File: src/rtl/rt_pkg.sv
// Shared definitions for the reaction timer: FSM state encoding and the
// default LFSR feedback polynomial.
package rt_pkg;

   typedef enum logic [2:0] {
      S_IDLE    = 3'd0,
      S_COUNTUP = 3'd1,
      S_HOLD    = 3'd2,
      S_GO      = 3'd3,
      S_DONE    = 3'd4,
      S_FALSE   = 3'd5
   } state_t;

   // x^14 + x^13 + x^12 + x^2 + 1
   localparam logic [13:0] DEFAULT_LFSR_TAPS = 14'h3802;

endpackage

File: src/rtl/lfsr_n.sv
// Free-running Fibonacci LFSR; feedback is the XOR of the masked taps,
// shifted in at the LSB.
module lfsr_n
   import rt_pkg::*;
#(
   parameter int             W    = 14,
   parameter logic [W-1:0]   TAPS = W'(DEFAULT_LFSR_TAPS),
   parameter logic [W-1:0]   SEED = W'(1)
) (
   input  logic         clk,
   input  logic         rst,
   input  logic         en,
   output logic [W-1:0] q
);

   logic fb;

   assign fb = ^(q & TAPS);

   always_ff @(posedge clk or posedge rst) begin
      if (rst) begin
         q <= SEED;
      end else if (en) begin
         q <= {q[W-2:0], fb};
      end
   end

endmodule

File: src/rtl/reaction_timer_core.sv
// Reaction-timer engine: light-up sequence, LFSR-random hold, then millisecond
// measurement of the response with false-start, timeout and best-time tracking.
module reaction_timer_core
   import rt_pkg::*;
#(
   parameter int                 N_LIGHTS     = 10,
   parameter int                 LFSR_W       = 14,
   parameter logic [LFSR_W-1:0]  LFSR_TAPS    = LFSR_W'(DEFAULT_LFSR_TAPS),
   parameter logic [LFSR_W-1:0]  LFSR_SEED    = LFSR_W'(1),
   parameter int                 TIME_W       = 14,
   parameter int                 DELAY_W      = 12,
   parameter int                 MIN_DELAY_MS = 250
) (
   input  logic                clk,
   input  logic                rst,
   input  logic                tick_ms,
   input  logic                tick_step,
   input  logic                trigger,
   output logic [N_LIGHTS-1:0] ledr,
   output logic [TIME_W-1:0]   reaction_ms,
   output logic                valid,
   output logic                false_start,
   output logic                timeout,
   output logic [TIME_W-1:0]   best_ms,
   output logic                busy
);

   localparam logic [N_LIGHTS-1:0] LEDR_FULL = {N_LIGHTS{1'b1}};
   localparam logic [TIME_W-1:0]   RT_LAST   = {{(TIME_W-1){1'b1}}, 1'b0};

   state_t                state_reg, state_next;
   logic                  trigger_d_reg;
   logic                  trig_edge;
   logic [N_LIGHTS-1:0]   ledr_reg, ledr_next;
   logic [TIME_W-1:0]     delay_cnt_reg, delay_cnt_next;
   logic [TIME_W-1:0]     rt_cnt_reg, rt_cnt_next;
   logic [TIME_W-1:0]     reaction_reg, reaction_next;
   logic                  valid_reg, valid_next;
   logic                  false_start_reg, false_start_next;
   logic                  timeout_reg, timeout_next;
   logic [TIME_W-1:0]     best_reg, best_next;

   logic [LFSR_W-1:0]     lfsr_q;
   logic [TIME_W:0]       delay_sum;
   logic [TIME_W-1:0]     delay_init;
   logic [TIME_W:0]       capture_sum;
   logic [TIME_W-1:0]     capture;

   lfsr_n #(
      .W    (LFSR_W),
      .TAPS (LFSR_TAPS),
      .SEED (LFSR_SEED)
   ) u_lfsr (
      .clk (clk),
      .rst (rst),
      .en  (1'b1),
      .q   (lfsr_q)
   );

   // Only the low DELAY_W bits set the delay; the rest just keep the sequence long.
   generate
      if (DELAY_W < LFSR_W) begin : g_lfsr_spare
         logic lfsr_unused;
         assign lfsr_unused = ^lfsr_q[LFSR_W-1:DELAY_W];
      end
   endgenerate

   assign trig_edge = trigger & ~trigger_d_reg;

   assign delay_sum  = {{(TIME_W+1-DELAY_W){1'b0}}, lfsr_q[DELAY_W-1:0]}
                     + (TIME_W+1)'(MIN_DELAY_MS);
   assign delay_init = delay_sum[TIME_W] ? {TIME_W{1'b1}} : delay_sum[TIME_W-1:0];

   // A tick_ms landing in the same cycle as the press still counts.
   assign capture_sum = {1'b0, rt_cnt_reg} + {{TIME_W{1'b0}}, tick_ms};
   assign capture     = capture_sum[TIME_W] ? {TIME_W{1'b1}} : capture_sum[TIME_W-1:0];

   always_comb begin
      state_next       = state_reg;
      ledr_next        = ledr_reg;
      delay_cnt_next   = delay_cnt_reg;
      rt_cnt_next      = rt_cnt_reg;
      reaction_next    = reaction_reg;
      valid_next       = 1'b0;
      false_start_next = false_start_reg;
      timeout_next     = timeout_reg;
      best_next        = best_reg;

      case (state_reg)
         S_IDLE, S_DONE, S_FALSE: begin
            if (trig_edge) begin
               state_next       = S_COUNTUP;
               ledr_next        = '0;
               false_start_next = 1'b0;
               timeout_next     = 1'b0;
            end
         end
         S_COUNTUP: begin
            if (trig_edge) begin
               state_next       = S_FALSE;
               false_start_next = 1'b1;
            end else if (tick_step) begin
               if (ledr_reg == LEDR_FULL) begin
                  state_next     = S_HOLD;
                  delay_cnt_next = delay_init;
               end else begin
                  ledr_next = {ledr_reg[N_LIGHTS-2:0], 1'b1};
               end
            end
         end
         S_HOLD: begin
            if (trig_edge) begin
               state_next       = S_FALSE;
               false_start_next = 1'b1;
            end else if (tick_ms) begin
               if (delay_cnt_reg == TIME_W'(1)) begin
                  state_next  = S_GO;
                  ledr_next   = '0;
                  rt_cnt_next = '0;
               end else begin
                  delay_cnt_next = delay_cnt_reg - TIME_W'(1);
               end
            end
         end
         S_GO: begin
            if (trig_edge) begin
               state_next    = S_DONE;
               reaction_next = capture;
               valid_next    = 1'b1;
               if (capture < best_reg) begin
                  best_next = capture;
               end
            end else if (tick_ms) begin
               if (rt_cnt_reg == RT_LAST) begin
                  state_next    = S_DONE;
                  rt_cnt_next   = {TIME_W{1'b1}};
                  reaction_next = {TIME_W{1'b1}};
                  timeout_next  = 1'b1;
                  valid_next    = 1'b1;
               end else begin
                  rt_cnt_next = rt_cnt_reg + TIME_W'(1);
               end
            end
         end
         default: begin
            state_next = S_IDLE;
         end
      endcase
   end

   always_ff @(posedge clk or posedge rst) begin
      if (rst) begin
         state_reg       <= S_IDLE;
         trigger_d_reg   <= 1'b0;
         ledr_reg        <= '0;
         delay_cnt_reg   <= '0;
         rt_cnt_reg      <= '0;
         reaction_reg    <= '0;
         valid_reg       <= 1'b0;
         false_start_reg <= 1'b0;
         timeout_reg     <= 1'b0;
         best_reg        <= {TIME_W{1'b1}};
      end else begin
         state_reg       <= state_next;
         trigger_d_reg   <= trigger;
         ledr_reg        <= ledr_next;
         delay_cnt_reg   <= delay_cnt_next;
         rt_cnt_reg      <= rt_cnt_next;
         reaction_reg    <= reaction_next;
         valid_reg       <= valid_next;
         false_start_reg <= false_start_next;
         timeout_reg     <= timeout_next;
         best_reg        <= best_next;
      end
   end

   assign ledr        = ledr_reg;
   assign reaction_ms = reaction_reg;
   assign valid       = valid_reg;
   assign false_start = false_start_reg;
   assign timeout     = timeout_reg;
   assign best_ms     = best_reg;
   assign busy        = (state_reg == S_COUNTUP) || (state_reg == S_HOLD) || (state_reg == S_GO);

endmodule
File: config.mk
export PLATFORM = sky130hd
export DESIGN_NAME = reaction_timer_core
export DESIGN_NICKNAME = d
export VERILOG_FILES = /design/src/rtl/rt_pkg.sv /design/src/rtl/lfsr_n.sv /design/src/rtl/reaction_timer_core.sv
export SDC_FILE = /design/constraint.sdc
export NUM_CORES = 1
export LEC_CHECK = 0
export ABC_CLOCK_PERIOD_IN_PS = 8600
export BUFFER_PORTS_ARGS = -buffer_cell sky130_fd_sc_hd__buf_4
export CAP_MARGIN = 20
export CORE_MARGIN = 8
export CORE_UTILIZATION = 64
export DETAILED_ROUTE_END_ITERATION = 16
export PLACE_DENSITY = 0.91
export SKIP_LAST_GASP = 1
export SLEW_MARGIN = 20
export SYNTH_ARGS = -nofsm -noshare
export SYNTH_HDL_FRONTEND = slang
export SYNTH_SLANG_ARGS = --single-unit
File: constraint.sdc
create_clock -name clk -period 8.6 [get_ports clk]
set_input_delay 0.43 -clock clk [delete_from_list [all_inputs] [get_ports clk]]
set_output_delay 0.43 -clock clk [all_outputs]
set_load 0.02 [all_outputs]
Word level (Yosys, flattened, before mapping)
Cells that the tools add are included.
{ "totals": {"wordCells": 115, "reg_bits": 87} }
{ "classes": {"n_mux": 49, "order_cmp": 1, "n_addsub": 4, "eq_ne": 27, "reduce_logical": 21, "n_bitwise": 2} }
{ "ops": {"columns": ["cell", "n"], "rows": [
  ["14-bit two-way mux", 17],
  ["10-bit two-way mux", 7],
  ["14-bit case mux with 2 select lines", 2],
  ["3-bit two-way mux", 10],
  ["10-bit case mux with 3 select lines", 1],
  ["2-bit != test, second input constant", 12],
  ["3-bit != test, second input constant", 6],
  ["14-bit by 1-bit adder with 15-bit output", 1],
  ["14-bit by 1-bit adder with 14-bit output, second input constant", 1],
  ["14-bit by 1-bit == test with 1-bit output, second input constant", 1],
  ["14-bit == test, second input constant", 1],
  ["14-bit < comparator", 1],
  ["7-bit AND reduction", 2],
  ["14-bit XOR reduction", 1],
  ["14-bit by 1-bit subtractor with 14-bit output, second input constant", 1],
  ["12-bit by 8-bit adder with 13-bit output, second input constant", 1],
  ["3-bit case mux with 4 select lines", 1],
  ["2-bit nonzero test", 6],
  ["10-bit == test, second input constant", 1],
  ["1-bit two-way mux", 9],
  ["3-bit AND reduction", 3],
  ["8-bit AND reduction", 1],
  ["3-bit by 2-bit == test with 1-bit output, second input constant", 2],
  ["3-bit == test, second input constant", 2],
  ["12 further kinds", 14]
]} }

Longest topological paths before layout
{ "logic_depth": {"ltp_word": 6, "ltp_mapped": 13, "ltp_nobuf": 12} }

Cells and area by module
From an unflattened synthesis, not the netlist that was laid out.
{ "unflattened": {"hier_cells": 506, "area_unflattened_um2": 5076.1} }
{ "modules_own_cells": {"columns": ["module", "instances", "seq_area_each_um2", "cells_per_inst", "area_per_inst_um2"], "rows": [
  ["reaction_timer_core", 1, 1844.3, 471, 4478.0],
  ["lfsr_n", 1, 351.6, 35, 598.1]
]} }

Worst setup path after synthesis
OpenSTA, ideal clock, no wires.
{ "synth_timing": {"kind": "register -> register", "start": "reg rt_cnt_reg[0]", "end": "reg best_reg[0] (netlist: best_ms[0])", "slack_ns": 5.288, "arrival_time_ns": 3.230, "required_time_ns": 8.518, "path_stages_with_launch": 14, "path_cell_list": "dfrtp_1 ha_1 ha_1 and4_1 nand4_2 buf_1 nand2_1 ha_1 and4_1 a31oi_1 a21oi_1 nor4_4 buf_6 mux2_4"} }
{ "synth_between": {"elab_chain_len": 4} }
{ "synth_rtl": {"columns": ["element", "line_no", "text"], "rows": [
  ["start: declaration", "reaction_timer_core.sv:36", "logic [TIME_W-1:0] rt_cnt_reg, rt_cnt_next;"],
  ["start signal: assignment", "reaction_timer_core.sv:168", "rt_cnt_reg <= rt_cnt_next;"],
  ["14-bit by 1-bit adder with 15-bit output", "reaction_timer_core.sv:75", "assign capture_sum = {1'b0, rt_cnt_reg} + {{TIME_W{1'b0}}, tick_ms};"],
  ["14-bit two-way mux", "reaction_timer_core.sv:76", "assign capture = capture_sum[TIME_W] ? {TIME_W{1'b1}} : capture_sum[TIME_W-1:0];"],
  ["via capture[9]", "reaction_timer_core.sv:47", "logic [TIME_W-1:0] capture;"],
  ["14-bit < comparator", "reaction_timer_core.sv:130", "if (capture < best_reg) begin"],
  ["3-bit AND reduction (no line)", null, null],
  ["end signal: assignment", "reaction_timer_core.sv:162", "best_reg <= {TIME_W{1'b1}};"],
  ["end signal: assignment", "reaction_timer_core.sv:173", "best_reg <= best_next;"],
  ["end: declaration", "reaction_timer_core.sv:41", "logic [TIME_W-1:0] best_reg, best_next;"]
]} }
The timed path passes the listed nets, and every way through them passes these cells.
A chain may end at the register's enable or synchronous reset.

Final worst setup path
{ "layout_timing": {"start": "reg rt_cnt_reg[0]", "end": "reg best_reg[10] (netlist: best_ms[10])"} }
The elaborated chain is that of the path after synthesis.

==> impl_metrics.env <==
export IMPL_first_global_vias=4027
export IMPL_cts_resized=0
export IMPL_dp_hpwl_mm=8.13
export IMPL_max_freq_mhz=251
export IMPL_period_share_pct=46.3
export IMPL_synth_area_mm2=0.00502
export IMPL_place_gp_congestion=0.916
export IMPL_drt_initial_drc_count=276
export IMPL_dpl_cell_count=638
export IMPL_via_count=4187
export IMPL_die_h_um=105
export IMPL_boundaryPins=47
export IMPL_rsz0062_at_grt="false"
export IMPL_clock_path_buffers=2
export IMPL_syn_area_per_cell_um2=9.75
export IMPL_synth_cell_types=69
export IMPL_die_area_mm2=0.0109
export IMPL_fp_coreArea_mm2=0.00765
export IMPL_outcome="finished clean"
export IMPL_rows=32
export IMPL_hold_violations=0
export IMPL_postCtsHoldBufs=0
export IMPL_worstSkewPairLatency_ns=0.37
export IMPL_mostFrequentLayoutCells="72 x dfrtp_1, 50 x nand2_1, 48 x buf_4"
export IMPL_postCtsSetupBuffers=0
export IMPL_final_cells=655
export IMPL_startpoint_type="flip-flop"
export IMPL_preCtsSetupSlack_ns=4.42
export IMPL_ant_nets=0
export IMPL_required_ns=8.90
export IMPL_vdd_drop_max_uv=160
export IMPL_ys_ff_latch=87
export IMPL_hold_class="primary input to flip-flop"
export IMPL_setup_ws_ns=4.62
export IMPL_grt_util_all_layers_pct=21.5
export IMPL_fin_setup_tns_ns=0
export IMPL_syn2layout_area_growth_pct=11.7
export IMPL_min_period_ns=3.98
export IMPL_crit_arrival_ns=4.29
export IMPL_cp_end_kind="flip-flop"
export IMPL_syn_inst=515
export IMPL_cp_max_fo=14
export IMPL_portBuffers=46
export IMPL_cts_root_buf="clkbuf_8"
export IMPL_post_route_util_pct=73.3
export IMPL_drive_gt1_share_pct=20.3
export IMPL_met2_length_mm=5.82
export IMPL_routed_wl_mm=11.9
export IMPL_syn_nets=540
export IMPL_path_class="flip-flop to flip-flop"
export IMPL_setup_violations=0
export IMPL_cts_num_sinks=87
export IMPL_wl_met3_um=678
export IMPL_p_total_mw=0.897
export IMPL_slew_violations=0
export IMPL_fillers=545
export IMPL_n_antenna_cell=0
export IMPL_final_setup_skew_ns=0.00937
export IMPL_route_detailed_drc=0
export IMPL_die_x_um=105
export IMPL_initial_utilization_pct=65.7
export IMPL_leakagePower_nw=2.47
export IMPL_antenna_found_initial=0
export IMPL_drv_cap=0
export IMPL_synth_ff_type="dfrtp_1"
export IMPL_tightest_slew_ns=1.11
export IMPL_cts_tree="built"
export IMPL_grt_pass1_wl_mm=19.6
export IMPL_synthArstFlopShare_pct=100
export IMPL_wl_met1_mm=5.00
export IMPL_powerDensity_mw_per_mm2=160
export IMPL_firstDrtPassIters=5
export IMPL_maxUsedRoutingLayer="met4"
export IMPL_final_common_cell="dfrtp_1"
export IMPL_max_slew_margin_pct=25.6
export IMPL_yosysSeqAreaShare_pct=43.7
export IMPL_cts_buffers=9
export IMPL_synth_edff_count=0
export IMPL_yosys_warnings=0
export IMPL_h_tree_depth=3
export IMPL_wl_per_cell_um=18.1
export IMPL_grt_max_degree=88
export IMPL_via_per_inst=6.39
export IMPL_grt_overflow=0
export IMPL_path_clk_slew_ns=0.09
export IMPL_num_nets_final=573
stage by stage:
stage	hold WS (ns)	instance area, um^2
finish	0.182	5610
global route	0.163	5610
CTS	0.167	5590
detailed placement	0.392	5390
global placement	0.379	5390
floorplan	0.372	5020
synthesized netlist by cell type (all sizes together) (2+ instances only):
| cell type | count | area [um^2] |
|---|---|---|
| a2bb2oi | 4 | 35.0 |
| o21ai | 42 | 210 |
| nand3 | 23 | 120 |
| a31oi | 5 | 31.3 |
| a211oi | 3 | 40.0 |
| o22ai | 5 | 37.5 |
| nor4 | 11 | 90.1 |
| a22oi | 10 | 75.1 |
| nor2b | 2 | 12.5 |
| and2b | 2 | 16.3 |
| a22o | 12 | 105 |
| and2 | 4 | 25.0 |
| xnor2 | 10 | 87.6 |
| inv | 33 | 124 |
| or4 | 2 | 18.8 |
| mux2 | 15 | 206 |
| xor2 | 11 | 96.3 |
| o22a | 10 | 87.6 |
| a211o | 3 | 26.3 |
| or2 | 2 | 15.0 |
| o2bb2ai | 5 | 43.8 |
| a21o | 4 | 30.0 |
| o211ai | 4 | 30.0 |
| nor3 | 7 | 40.0 |
| and4 | 7 | 61.3 |
| o31ai | 8 | 60.1 |
| a21oi | 26 | 130 |
| and3 | 7 | 43.8 |
| o21a | 3 | 22.5 |
| or3 | 2 | 12.5 |
| nand2b | 5 | 31.3 |
| ha | 20 | 250 |
| dfrtp | 72 | 1800 |
| dfstp | 15 | 394 |
| nand4 | 15 | 115 |
| nor2 | 16 | 60.1 |
| nand2 | 50 | 188 |
| clkbuf | 15 | 57.6 |
| buf | 13 | 77.6 |
critical path: stages, from the launching register on:
cell and delay, ns:
dfrtp_1 0.47, ha_1 0.22, ha_1 0.24, and4_1 0.27, nand4_2 0.36, nand3_1 0.27, ha_1 0.29, and4_1 0.25
a31oi_1 0.26, a21oi_1 0.15, nor4_4 0.58, buf_8 0.24, mux2_4 0.31
layer usage:
layer	track usage (%)	up-vias
met4	10.7	0
li1	-	1962
met3	4.36	37
met5	0	-
met1	27.2	2025
met2	34.7	163
worst paths after layout:
kind                          startpoint             to  slack [ns]  cells past startpoint
max reg2reg                rt_cnt_reg[0]    best_ms[10]        4.62                     12
min in group asynchronous            rst          valid        0.26                      3
max                        rt_cnt_reg[0]    best_ms[10]        4.62                     12
min reg2reg                 u_lfsr.q[12]   u_lfsr.q[13]        0.41                      0
min                              trigger  trigger_d_reg        0.18                      1
max in group asynchronous            rst   state_reg[2]        7.83                      3
cells by family (layout without fill, tap and decap cells):
group | Yosys count | count (layout) | synth area share [%]
compound gates | 151 | 151 | 20.6
xor+xnor | 21 | 21 | 3.66
fa+ha+maj | 20 | 20 | 4.98
buf+inv | 61 | 99 | 5.16
flops | 87 | 87 | 43.7
mux | 16 | 16 | 4.31
simple gates | 159 | 159 | 17.6
cell type report:
class,instances,area (um^2),area share [%]
multi-input combinational,367,2570,45.9
sequential,87,2200,39.2
timing repair buffer,50,387,6.89
clock buffer,10,128,2.28
tap,102,128,2.28
inverter,33,125,2.23
clock inverter,6,71.3,1.27
power by group:
part / total, mW / switching (mW) / leakage [nW] / internal (mW)
Combinational: 0.140 / 0.0842 / 1.31 / 0.0557
Clock: 0.290 / 0.154 / 0.0931 / 0.136
Sequential: 0.467 / 0.0322 / 1.07 / 0.434
Total: 0.897 / 0.270 / 2.47 / 0.626
(Power assumes the default switching activity.)
